===== src/rtl/step_counter_ctrl_if.sv =====
// Command/config/status bundle between a host agent and step_counter_ctrl.
// Build option: STEP_CTRL_DOWN_EN adds cfg_down for down-counting.
interface step_counter_ctrl_if #(
    parameter int WIDTH  = 8,
    parameter int STEP_W = 4
);
    logic              cmd_valid;
    logic              cmd_ready;
    logic [1:0]        cmd_op;
    logic [WIDTH-1:0]  cfg_start;
    logic [STEP_W-1:0] cfg_step;
    logic [WIDTH-1:0]  cfg_limit;
    logic              cfg_wrap;
`ifdef STEP_CTRL_DOWN_EN
    logic              cfg_down;
`endif
    logic [WIDTH-1:0]  count_out;
    logic              busy;
    logic              done;
    logic              wrapped;

    modport master (
        output cmd_valid, cmd_op, cfg_start, cfg_step, cfg_limit, cfg_wrap,
`ifdef STEP_CTRL_DOWN_EN
        output cfg_down,
`endif
        input  cmd_ready, count_out, busy, done, wrapped
    );

    modport slave (
        input  cmd_valid, cmd_op, cfg_start, cfg_step, cfg_limit, cfg_wrap,
`ifdef STEP_CTRL_DOWN_EN
        input  cfg_down,
`endif
        output cmd_ready, count_out, busy, done, wrapped
    );
endinterface


===== src/rtl/step_counter_ctrl.sv =====
// Command-driven programmable step counter (START/PAUSE/RESUME/STOP, wrap or stop at limit).
// Build option: STEP_CTRL_DOWN_EN enables down-counting selected by cfg_down at START.
module step_counter_ctrl #(
    parameter int WIDTH  = 8,
    parameter int STEP_W = 4
) (
    input  logic clk,
    input  logic rstn,
    step_counter_ctrl_if.slave bus
);
    typedef enum logic [1:0] {
        S_IDLE  = 2'd0,
        S_RUN   = 2'd1,
        S_PAUSE = 2'd2,
        S_DONE  = 2'd3
    } state_e;

    typedef enum logic [1:0] {
        OP_START  = 2'b00,
        OP_PAUSE  = 2'b01,
        OP_RESUME = 2'b10,
        OP_STOP   = 2'b11
    } op_e;

    state_e            state_reg;
    logic [WIDTH-1:0]  count_reg;
    logic              busy_reg;
    logic              done_reg;
    logic              wrapped_reg;
    logic              ready_reg;
    logic [WIDTH-1:0]  start_reg;
    logic [STEP_W-1:0] step_reg;
    logic [WIDTH-1:0]  limit_reg;
    logic              wrap_reg;

    logic              accept;
    logic [WIDTH:0]    step_ext;
    logic [WIDTH:0]    sum;
    logic              up_term;
    logic [WIDTH-1:0]  next_val;
    logic              terminal;
    logic              start_invalid;
    logic [STEP_W-1:0] cfg_step_eff;

    assign accept       = bus.cmd_valid && ready_reg;
    assign step_ext     = {{(WIDTH+1-STEP_W){1'b0}}, step_reg};
    assign sum          = {1'b0, count_reg} + step_ext;
    assign up_term      = sum > {1'b0, limit_reg};
    // A zero step would stall forever, so it is promoted to 1.
    assign cfg_step_eff = (bus.cfg_step == '0) ? STEP_W'(1) : bus.cfg_step;

`ifdef STEP_CTRL_DOWN_EN
    logic           down_reg;
    logic [WIDTH:0] diff;
    logic           down_term;

    assign diff          = {1'b0, count_reg} - step_ext;
    assign down_term     = diff[WIDTH] || (diff[WIDTH-1:0] < limit_reg);
    assign terminal      = down_reg ? down_term : up_term;
    assign next_val      = down_reg ? diff[WIDTH-1:0] : sum[WIDTH-1:0];
    assign start_invalid = bus.cfg_down ? (bus.cfg_start < bus.cfg_limit)
                                        : (bus.cfg_start > bus.cfg_limit);
`else
    assign terminal      = up_term;
    assign next_val      = sum[WIDTH-1:0];
    assign start_invalid = bus.cfg_start > bus.cfg_limit;
`endif

    always_ff @(posedge clk or negedge rstn) begin
        if (!rstn) begin
            state_reg   <= S_IDLE;
            count_reg   <= '0;
            busy_reg    <= 1'b0;
            done_reg    <= 1'b0;
            wrapped_reg <= 1'b0;
            ready_reg   <= 1'b1;
            start_reg   <= '0;
            step_reg    <= '0;
            limit_reg   <= '0;
            wrap_reg    <= 1'b0;
`ifdef STEP_CTRL_DOWN_EN
            down_reg    <= 1'b0;
`endif
        end else begin
            done_reg    <= 1'b0;
            wrapped_reg <= 1'b0;
            if (accept && bus.cmd_op == OP_START) begin
                start_reg <= bus.cfg_start;
                step_reg  <= cfg_step_eff;
                limit_reg <= bus.cfg_limit;
                wrap_reg  <= bus.cfg_wrap;
`ifdef STEP_CTRL_DOWN_EN
                down_reg  <= bus.cfg_down;
`endif
                if (start_invalid) begin
                    count_reg <= bus.cfg_limit;
                    state_reg <= S_DONE;
                    busy_reg  <= 1'b0;
                    ready_reg <= 1'b0;
                    done_reg  <= 1'b1;
                end else begin
                    count_reg <= bus.cfg_start;
                    state_reg <= S_RUN;
                    busy_reg  <= 1'b1;
                    ready_reg <= 1'b1;
                end
            end else begin
                case (state_reg)
                    S_RUN: begin
                        // Legal commands take priority over the increment.
                        if (accept && bus.cmd_op == OP_PAUSE) begin
                            state_reg <= S_PAUSE;
                        end else if (accept && bus.cmd_op == OP_STOP) begin
                            state_reg <= S_IDLE;
                            busy_reg  <= 1'b0;
                        end else if (terminal) begin
                            if (wrap_reg) begin
                                count_reg   <= start_reg;
                                wrapped_reg <= 1'b1;
                            end else begin
                                count_reg <= limit_reg;
                                state_reg <= S_DONE;
                                busy_reg  <= 1'b0;
                                ready_reg <= 1'b0;
                                done_reg  <= 1'b1;
                            end
                        end else begin
                            count_reg <= next_val;
                        end
                    end
                    S_PAUSE: begin
                        if (accept && bus.cmd_op == OP_RESUME) begin
                            state_reg <= S_RUN;
                        end else if (accept && bus.cmd_op == OP_STOP) begin
                            state_reg <= S_IDLE;
                            busy_reg  <= 1'b0;
                        end
                    end
                    S_DONE: begin
                        state_reg <= S_IDLE;
                        ready_reg <= 1'b1;
                    end
                    default: begin
                        state_reg <= S_IDLE;
                    end
                endcase
            end
        end
    end

    assign bus.cmd_ready = ready_reg;
    assign bus.count_out = count_reg;
    assign bus.busy      = busy_reg;
    assign bus.done      = done_reg;
    assign bus.wrapped   = wrapped_reg;
endmodule


===== src/flat_wrapper.sv =====
// flat-port wrapper written by rule: the top's interface ports become plain ports
module step_counter_ctrl_flat 
#(
    parameter int WIDTH  = 8,
    parameter int STEP_W = 4
)
  (clk, rstn, bus_cmd_valid, bus_cmd_op, bus_cfg_start, bus_cfg_step, bus_cfg_limit, bus_cfg_wrap, bus_cmd_ready, bus_count_out, bus_busy, bus_done, bus_wrapped);
  step_counter_ctrl_if #(.WIDTH(WIDTH), .STEP_W(STEP_W)) bus_i ();
  input  logic clk;
  input  logic rstn;
  input wire logic [$bits(bus_i.cmd_valid)-1:0] bus_cmd_valid;
  input wire logic [$bits(bus_i.cmd_op)-1:0] bus_cmd_op;
  input wire logic [$bits(bus_i.cfg_start)-1:0] bus_cfg_start;
  input wire logic [$bits(bus_i.cfg_step)-1:0] bus_cfg_step;
  input wire logic [$bits(bus_i.cfg_limit)-1:0] bus_cfg_limit;
  input wire logic [$bits(bus_i.cfg_wrap)-1:0] bus_cfg_wrap;
  output wire logic [$bits(bus_i.cmd_ready)-1:0] bus_cmd_ready;
  output wire logic [$bits(bus_i.count_out)-1:0] bus_count_out;
  output wire logic [$bits(bus_i.busy)-1:0] bus_busy;
  output wire logic [$bits(bus_i.done)-1:0] bus_done;
  output wire logic [$bits(bus_i.wrapped)-1:0] bus_wrapped;
  assign bus_i.cmd_valid = bus_cmd_valid;
  assign bus_i.cmd_op = bus_cmd_op;
  assign bus_i.cfg_start = bus_cfg_start;
  assign bus_i.cfg_step = bus_cfg_step;
  assign bus_i.cfg_limit = bus_cfg_limit;
  assign bus_i.cfg_wrap = bus_cfg_wrap;
  assign bus_cmd_ready = bus_i.cmd_ready;
  assign bus_count_out = bus_i.count_out;
  assign bus_busy = bus_i.busy;
  assign bus_done = bus_i.done;
  assign bus_wrapped = bus_i.wrapped;
  step_counter_ctrl #(.WIDTH(WIDTH), .STEP_W(STEP_W)) u_core (.clk(clk), .rstn(rstn), .bus(bus_i));
endmodule

===== config.mk =====
export PLATFORM = sky130hd
export DESIGN_NAME = step_counter_ctrl_flat
export DESIGN_NICKNAME = d
export VERILOG_FILES = /design/src/rtl/step_counter_ctrl_if.sv /design/src/rtl/step_counter_ctrl.sv /design/src/flat_wrapper.sv
export SDC_FILE = /design/constraint.sdc
export NUM_CORES = 1
export LEC_CHECK = 0
export CAP_MARGIN = 30
export CORE_ASPECT_RATIO = 0.8
export CORE_MARGIN = 4
export CORE_UTILIZATION = 55
export CTS_CLUSTER_DIAMETER = 150
export DETAILED_ROUTE_END_ITERATION = 6
export DONT_BUFFER_PORTS = 1
export GPL_ROUTABILITY_DRIVEN = 1
export PLACE_DENSITY_LB_ADDON = 0.3
export SLEW_MARGIN = 20
export SYNTH_ARGS = -nofsm -noshare
export SYNTH_HDL_FRONTEND = slang
export SYNTH_SLANG_ARGS = --single-unit

===== constraint.sdc =====
create_clock -name clk -period 3.9 [get_ports clk]
set_input_delay 0.78 -clock clk [delete_from_list [all_inputs] [get_ports clk]]
set_output_delay 0.78 -clock clk [all_outputs]
set_load 0.03 [all_outputs]

# Word-level counts from Yosys, hierarchy flattened
# Index checks and enable logic that the tools add are counted.
# classes
eq_ne	19
n_mux	43
n_lt_le_gt_ge	2
reduce_logical	14
addsub	1
# op_table
cell	n
8-bit 2-to-1 mux	7
1-bit 2-to-1 mux	24
2-bit 2-to-1 mux	8
8-bit by 4-bit adder with 9-bit output	1
9-bit by 8-bit greater-than comparator with 1-bit output	1
3-bit by 2-bit inequality test with 1-bit output (second input constant)	3
2-bit == test (second input constant)	4
8-bit greater-than comparator	1
4-bit by 1-bit inequality test with 1-bit output (second input constant)	2
3-bit by 1-bit inequality test with 1-bit output (second input constant)	2
3-bit AND reduction	2
6-bit AND reduction	1
3-bit nonzero test	2
1-bit logical AND	5
5-bit by 1-bit inequality test with 1-bit output (second input constant)	1
5-bit inequality test (second input constant)	1
5-bit AND reduction	1
2-bit by 1-bit == test with 1-bit output (second input constant)	2
4-bit zero test	1
4-bit 2-to-1 mux	1
2-bit by 1-bit inequality test with 1-bit output (second input constant)	2
4-bit inequality test (second input constant)	1
1-bit case mux with 2 select lines	2
2-bit case mux with 2 select lines	1
3 further kinds	3
# word_totals
regBits	35
input_bits	26
out_inout_bits	12
word_cells	89

# Logic depth before layout (Yosys ltp)
# Gate-level depths: netlist (run 1).
# depth
depth_word	7
mapped_depth	14
depth_no_buf	13

# Worst setup path after synthesis (run 1)
# Ideal clock, no wire load.
# synth_timing
path_type	register to register
startpoint	reg u_core.count_reg[0], in the netlist u_core.bus.count_out[0]
endpoint	reg u_core.count_reg[6], in the netlist u_core.bus.count_out[6]
stages_incl_launch_ff	15
required_ns	3.774
synth_period_minus_slack_ns	3.344
path_buffers	1
setup_time_ns	0.126
path_slack_ns	0.556
arrival_time_ns	3.218
path_cell_list	dfrtp_1 -> ha_1 -> fa_1 -> nand3_1 -> nand2_2 -> nand3_1 -> xnor2_1 -> ha_1 -> a21o_1 -> a21oi_2 -> o211ai_2 -> a21oi_4 -> buf_6 -> mux2_4 -> a221o_1
# synth_between
elab_chain_len	7
# synth_rtl
item	line	rtl
from (decl)	step_counter_ctrl.sv:26	logic [WIDTH-1:0] count_reg;
from (signal assigned)	step_counter_ctrl.sv:96	count_reg <= bus.cfg_limit;
from (signal assigned)	step_counter_ctrl.sv:102	count_reg <= bus.cfg_start;
from (signal assigned)	step_counter_ctrl.sv:118	count_reg <= start_reg;
8-bit by 4-bit adder with 9-bit output *	step_counter_ctrl.sv:47	assign sum = {1'b0, count_reg} + step_ext;
9-bit by 8-bit greater-than comparator with 1-bit output	step_counter_ctrl.sv:48	assign up_term = sum > {1'b0, limit_reg};
8-bit 2-to-1 mux *	step_counter_ctrl.sv:116	end else if (terminal) begin
8-bit 2-to-1 mux *	step_counter_ctrl.sv:113	end else if (accept && bus.cmd_op == OP_STOP) begin
8-bit 2-to-1 mux *	step_counter_ctrl.sv:111	if (accept && bus.cmd_op == OP_PAUSE) begin
8-bit 2-to-1 mux *	step_counter_ctrl.sv:108	case (state_reg)
8-bit 2-to-1 mux *	step_counter_ctrl.sv:87	if (accept && bus.cmd_op == OP_START) begin
# Every way passes the cells marked *; elsewhere a longest branch is shown, timed or not. The select of a mux whose other input is x is not followed.
# A chain may end at the register's enable or synchronous reset.

# Final worst setup path (run 1)
# layout_timing
startpoint	reg u_core.count_reg[0], in the netlist u_core.bus.count_out[0]
endpoint	reg u_core.count_reg[3], in the netlist u_core.bus.count_out[3]
# Same word-level chain as after synthesis.

==> run summary, run 1 <==
status -> finished clean
Nets -> 335
chip height -> 67.8 um
Slew headroom -> 43.0%
Hold-fix buffers, CTS -> 0
Post-DRT Antenna Nets -> 0
vias in the first global route -> 1884
Setup crit end kind -> flop
critical path's top delay family -> compound AO/OA/AOI/OAI gates
global-route wire length before repair -> 9.60 mm
met3 GRT Util -> 6.27%
grt ovf -> 0
Max Freq -> 283 MHz
DR vias -> 2046
# rows -> 21
YS warnings -> 0
#FFs+latches synth -> 35
GR Util met2 -> 29.9%
asr flop ratio synth -> 100%
Simple-Gate Fraction of Synth Area -> 17.1%
slowest CP cell -> dfrtp_1
Top Usage Layer GRT -> met1
die area -> 5610 um^2
syn avg cell area -> 8.56 um^2
fin crit period -> 3.54 ns
Total Wirelength -> 5.80 mm
initial antenna violation count -> 0
crit path cell chain -> ha_1 > fa_1 > nand3_1 > nand2_2 > nand3_1 > xnor2_1 > ha_1 > a21o_1 > a21oi_2 > o211ai_2 > a21oi_4 > mux2_2 > a221o_1
I/O Buffers -> 0
Layout fillers -> 388
Resize count post-CTS -> 0
vias per cell -> 5.97
layout cell share with drive strength beyond 1 -> 10.1%
# placed instances -> 335
Slew Viols, Final -> 0
Cells after Synth -> 287
setup bufs post-CTS -> 0
Synth Area in Adders -> 12.5%
fin crit share -> 90.7%
gpl congestion -> 0.853
Hold Crit Class -> primary input to asynchronous set/reset pin
die width -> 82.7 um
Post-Synth XOR/XNOR Area -> 1.78%
Main synth FF type -> dfrtp_1
# clock sinks -> 35
HPWL after DPL -> 4.38 mm
fin cells -> 343
TritonCTS clock tree -> built
Clock Path Buffers -> 2
Core ar. -> 4260 um^2
Slew @ Worst Pin -> 0.853 ns
CP max stage delay -> 0.51 ns
sequential area share after synthesis -> 35.7%
total negative setup slack -> 0 ns
Mapped Nets -> 337
Synth Area in Compound Gates -> 20.6%
WP data required -> 4.07 ns
initial drt markers -> 196
largest family of logic cells by synthesized area -> compound AO/OA/AOI/OAI gates
GRT Util Overall -> 23.1%
clk slew on worst S/H paths -> 0.07 ns
CTS Buf Count -> 5
Cell variety after synth -> 43
worst skew pair latency -> 0.29 ns
MaxCap Viol Count -> 0
WS Path Type -> flop to flop
skew final -> 0.00469 ns
Final Hold Fails -> 0
PD cells -> 897 nW/um^2
largest net degree at the start of global routing -> 36
WP data arrival -> 3.71 ns
Buffers & Inverters on Critical Path -> 0
I/O Pins -> 38
number of diodes -> 0
crit path max fanout -> 6
root buf cell -> clkbuf_8
post-synthesis cell area -> 2460 um^2
EDFF count, synth -> 0
Max H-tree Level -> 2
post-synthesis mux area share -> 6.11%
Initial Utilization -> 57.7%
RSZ-0062 raised after global routing -> false
first drt pass iteration count -> 5
VDD IR-drop max -> 368 uV
critical path launch point type -> flop
DR WL/cell -> 16.9 um
Leak -> 1.28 nW
Layout area overhead -> 6.21%
post-route DRC violation count -> 0
met1 GRT Util -> 36.3%
Setup-failing EPs final -> 0
[cell usage in the layout, fill, tap and decap left out, drive strengths merged]
| cell type | count |
|---|---|
| a221o | 5 |
| o21ai | 29 |
| o32ai | 1 |
| and2 | 1 |
| clkbuf | 6 |
| bufinv | 1 |
| nor2b | 2 |
| inv | 25 |
| a211o | 1 |
| a31oi | 3 |
| fa | 1 |
| xor2 | 2 |
| nor2 | 7 |
| nand4 | 2 |
| mux2i | 3 |
| o211ai | 4 |
| a21oi | 19 |
| a211oi | 4 |
| nand3 | 14 |
| a21o | 6 |
| nor3 | 7 |
| mux2 | 9 |
| dfstp | 1 |
| and3 | 4 |
| o221a | 1 |
| ha | 23 |
| dfrtp | 34 |
| xnor2 | 3 |
| nand2 | 61 |
| o21a | 2 |
| clkinv | 1 |
| a221oi | 2 |
| buf | 2 |
[metal layers]
layer | vias to the layer above | wire [um]
met5 | - | 0
met3 | 2 | 519
li1 | 1002 | -
met1 | 962 | 2870
met4 | 0 | 30
met2 | 80 | 2380
[Yosys cell counts, drive strengths merged, types with 3 or more instances]
master  instances  area [um^2]
clkbuf          4         15.0
nor2            7         26.3
a21o            6         45.0
and3            4         26.3
buf             7         41.3
inv            25         93.8
mux2            9          120
o211ai          4         35.0
a221o           5         50.1
nand3          14         70.1
nand2          61          231
o21ai          29          149
nor3            7         35.0
a211oi          4         30.0
ha             23          288
dfrtp          34          851
xnor2           3         26.3
a21oi          19          118
a31oi           3         18.8
mux2i           3         30.0
[area by class of cell]
cell class | count | area, um^2 | share of cell area [%]
Timing Repair Buffer | 2 | 15.0 | 0.576
Clock buffer | 6 | 82.6 | 3.17
Tap cell | 57 | 71.3 | 2.73
Inverter | 25 | 93.8 | 3.60
Sequential cell | 35 | 877 | 33.6
Clock inverter | 2 | 35.0 | 1.34
Multi-Input combinational cell | 216 | 1430 | 55.0
[path summary, 6_finish.rpt]
| check | start | endpoint | slack [ns] | cells after the start |
|---|---|---|---|---|
| worst max register to register | u_core.bus.count_out[0] | u_core.bus.count_out[3] | 0.36 | 13 |
| max in group asynchronous | rstn | u_core.bus.cmd_ready | 3.55 | 0 |
| min in group clk | u_core.start_reg[6] | u_core.start_reg[6] | 0.48 | 2 |
| worst min-delay path | rstn | u_core.step_reg[1] | 0.18 | 0 |
| worst min register to register | u_core.start_reg[6] | u_core.start_reg[6] | 0.48 | 2 |
| worst max-delay path | u_core.bus.count_out[0] | u_core.bus.count_out[3] | 0.36 | 13 |
[cell families (layout without fill, tap and decap cells)]
logic type	count (synthesis)	count (layout)
and+or+nand+nor	98	98
AOI/OAI and AO/OA	77	77
buffers and inverters	36	35
DFF	35	35
adders and majority gates	24	24
muxes	12	12
xor gates and xnor gates	5	5
[through the flow]
| step | area (um^2) | utilization [%] | worst slack (ns) | total power [mW] | hold slack [ns] |
|---|---|---|---|---|---|
| 3_3_place_gp | 2490 | 58.5 | 0.489 | 1.95 | 0.459 |
| 2_1_floorplan | 2460 | - | 0.556 | 1.75 | 0.444 |
| 4_1_cts | 2610 | 61.3 | 0.375 | 2.34 | 0.170 |
| 5_1_grt | 2610 | 61.3 | 0.172 | 2.56 | 0.159 |
| 6_report | 2610 | 61.3 | 0.361 | 2.34 | 0.179 |
| 3_5_place_dp | 2490 | 58.5 | 0.416 | 1.99 | 0.464 |
[worst reg2reg max path: cells and delay by family, from the launching register on]
family	cells	cell delay, ns
xor+xnor	1	0.17
mux	1	0.38
simple gates	3	0.28
flops	1	0.51
fa+ha+maj	3	1.00
compound gates	5	1.09
[where the power goes]
group	leakage, nW	switching [mW]	internal (mW)
registers	0.433	0.246	0.521
clock network	0.0612	0.133	0.207
logic	0.790	0.670	0.563
total	1.28	1.05	1.29
(Power assumes the default switching activity.)
==> run 2: changes to the inputs <==
Settings changed: CORE_UTILIZATION 55 to 40, HOLD_SLACK_MARGIN set to 0.08.
==> run 2 against run 1 <==
  * Final cell count rose by 7.0%
  * Clock-buffer cell count down 1
  * Utilization decreased by 17 points
  * Flip-flop and latch count unchanged
  * Hold slack improved by 0.0015 ns
  * Sequential power grew 0.5%
  * Routed wire length rose by 0.78%
  * Worst setup slack improved by 0.033 ns
  * Die area increased by 33%
  * Maximum frequency is 0.94% higher
  * Combinational power barely moved
==> run summary, run 2 (synthesis results as in run 1) <==
GRT Util Overall -> 16.5%
gpl congestion -> 0.897
commonest non-fill, non-tap cell in the layout -> nand2_1
Slew Viols, Final -> 0
first drt pass iteration count -> 5
crit path cell chain -> ha_1 > fa_1 > nand3_1 > nand2_2 > nand3_1 > xnor2_1 > ha_1 > a21o_1 > a21oi_2 > o211ai_2 > a21oi_4 > mux2_2 > a221o_1
RSZ-0062 raised after global routing -> false
critical path launch point type -> flop
met3 GRT Util -> 4.41%
Max Freq -> 285 MHz
Setup-failing EPs final -> 0
die width -> 95.6 um
multi-input logic area -> 1430 um^2
Crit Reg-Reg Endpoint -> u_core.bus.count_out[3]
placed cell area -> 2530 um^2
VDD IR-drop max -> 269 uV
MaxCap Viol Count -> 0
met1 GRT Util -> 26.2%
Clock Power Share -> 13.8%
Core ar. -> 5940 um^2
combinational share of power -> 52.8%
WS Path Type -> flop to flop
Final Hold Fails -> 0
Clock Path Buffers -> 2
slowest CP cell -> dfrtp_1
worst skew pair latency -> 0.29 ns
status -> finished clean
# rows -> 25
Leak -> 1.28 nW
Resize count post-CTS -> 0
Buffers & Inverters on Critical Path -> 0
critical path's top delay family -> compound AO/OA/AOI/OAI gates
fin crit share -> 89.9%
DR WL/cell -> 15.9 um
Worst R2R Setup Slack -> 0.39 ns
vias per cell -> 5.48
sequential share of power -> 33.4%
setup bufs post-CTS -> 0
Hold-fix buffers, CTS -> 0
WP data required -> 4.07 ns
switch share -> 44.9%
I/O Buffers -> 0
Hold Crit Class -> primary input to asynchronous set/reset pin
most frequent cells in the layout -> nand2_1 (60), dfrtp_1 (34), inv_1 (25)
Layout fillers -> 595
Top Usage Layer GRT -> met1
clk slew on worst S/H paths -> 0.07 ns
FF+latch area -> 877 um^2
chip height -> 78.1 um
DR vias -> 2010
WP data arrival -> 3.68 ns
Critical path origin -> u_core.bus.count_out[0]
largest net degree at the start of global routing -> 36
skew final -> 0.0106 ns
total negative setup slack -> 0 ns
vias in the first global route -> 1893
Setup crit end kind -> flop
# clock sinks -> 35
initial drt markers -> 152
worst r2r path cells -> 13
Total Wirelength -> 5.84 mm
PD cells -> 875 nW/um^2
root buf cell -> clkbuf_8
Initial Utilization -> 41.3%
grt ovf -> 0
die area -> 7470 um^2
Slew @ Worst Pin -> 0.686 ns
global-route wire length before repair -> 9.60 mm
total internal power -> 1.27 mW
HPWL after DPL -> 4.61 mm
Slew headroom -> 54.0%
CTS Buf Count -> 5
P_sw -> 1.03 mW
design area -> 2640 um^2
I/O Pins -> 38
initial antenna violation count -> 0
TritonCTS clock tree -> built
crit path max fanout -> 6
CP max stage delay -> 0.51 ns
fin crit period -> 3.51 ns
worst r2r src -> u_core.bus.count_out[0]
WHS -> 0.181 ns
Max H-tree Level -> 2
Layout area overhead -> 7.28%
Nets -> 336
number of diodes -> 0
GR Util met2 -> 21.5%
layout cell share with drive strength beyond 1 -> 10.1%
Post-DRT Antenna Nets -> 0
post-route DRC violation count -> 0
==> run 2: cell count changes in the layout (fill, tap and decap cells not counted) <==
cell        previous run  this run
buf_4                  2         3
clkbuf_8               6         5
clkinvlp_4             0         1
clkinv_2               1         0
==> run 2: area by class of cell <==
class / count / share of cell area, %
clock buffer: 5 / 2.61
inverter: 25 / 3.56
multi-input combinational: 216 / 54.4
sequential: 35 / 33.3
clock inverter: 2 / 1.42
tap: 81 / 3.85
timing repair buffer: 3 / 0.855
==> run 2: worst max path at each step <==
stage,endpoint,slack (ns),cells past startpoint
final,u_core.bus.count_out[3],0.39,13
after floorplan,u_core.bus.count_out[6],0.56,14
after detailed placement,u_core.bus.count_out[3],0.39,13
after CTS,u_core.bus.count_out[3],0.38,13
after global routing,u_core.bus.count_out[3],0.22,13
after global placement,u_core.bus.count_out[3],0.48,13
==> run 2: power by group through the flow <==
stage / combinational [mW] / clock, mW / sequential [mW]
finish: 1.22 / 0.318 / 0.771
global route: 1.36 / 0.340 / 0.801
CTS: 1.22 / 0.324 / 0.774
detailed placement: 1.22 / 0 / 0.780
global placement: 1.18 / 0 / 0.777
floorplan: 1.04 / 0 / 0.709
==> run 2: per-stage QoR <==
step	cells	power [mW]	util (%)	setup WS (ns)
global placement	360	1.96	42.5	0.480
detailed placement	360	2.00	42.5	0.386
finish	367	2.31	44.3	0.394
global route	367	2.50	44.3	0.218
CTS	367	2.32	44.3	0.379
floorplan	287	1.75	-	0.556
==> run 2: per-layer routing <==
| layer | vias to the layer above | part of all wire (%) |
|---|---|---|
| met3 | 7 | 8.3 |
| met5 | - | 0 |
| met4 | 0 | 0.96 |
| li1 | 998 | - |
| met1 | 936 | 51 |
| met2 | 69 | 40 |
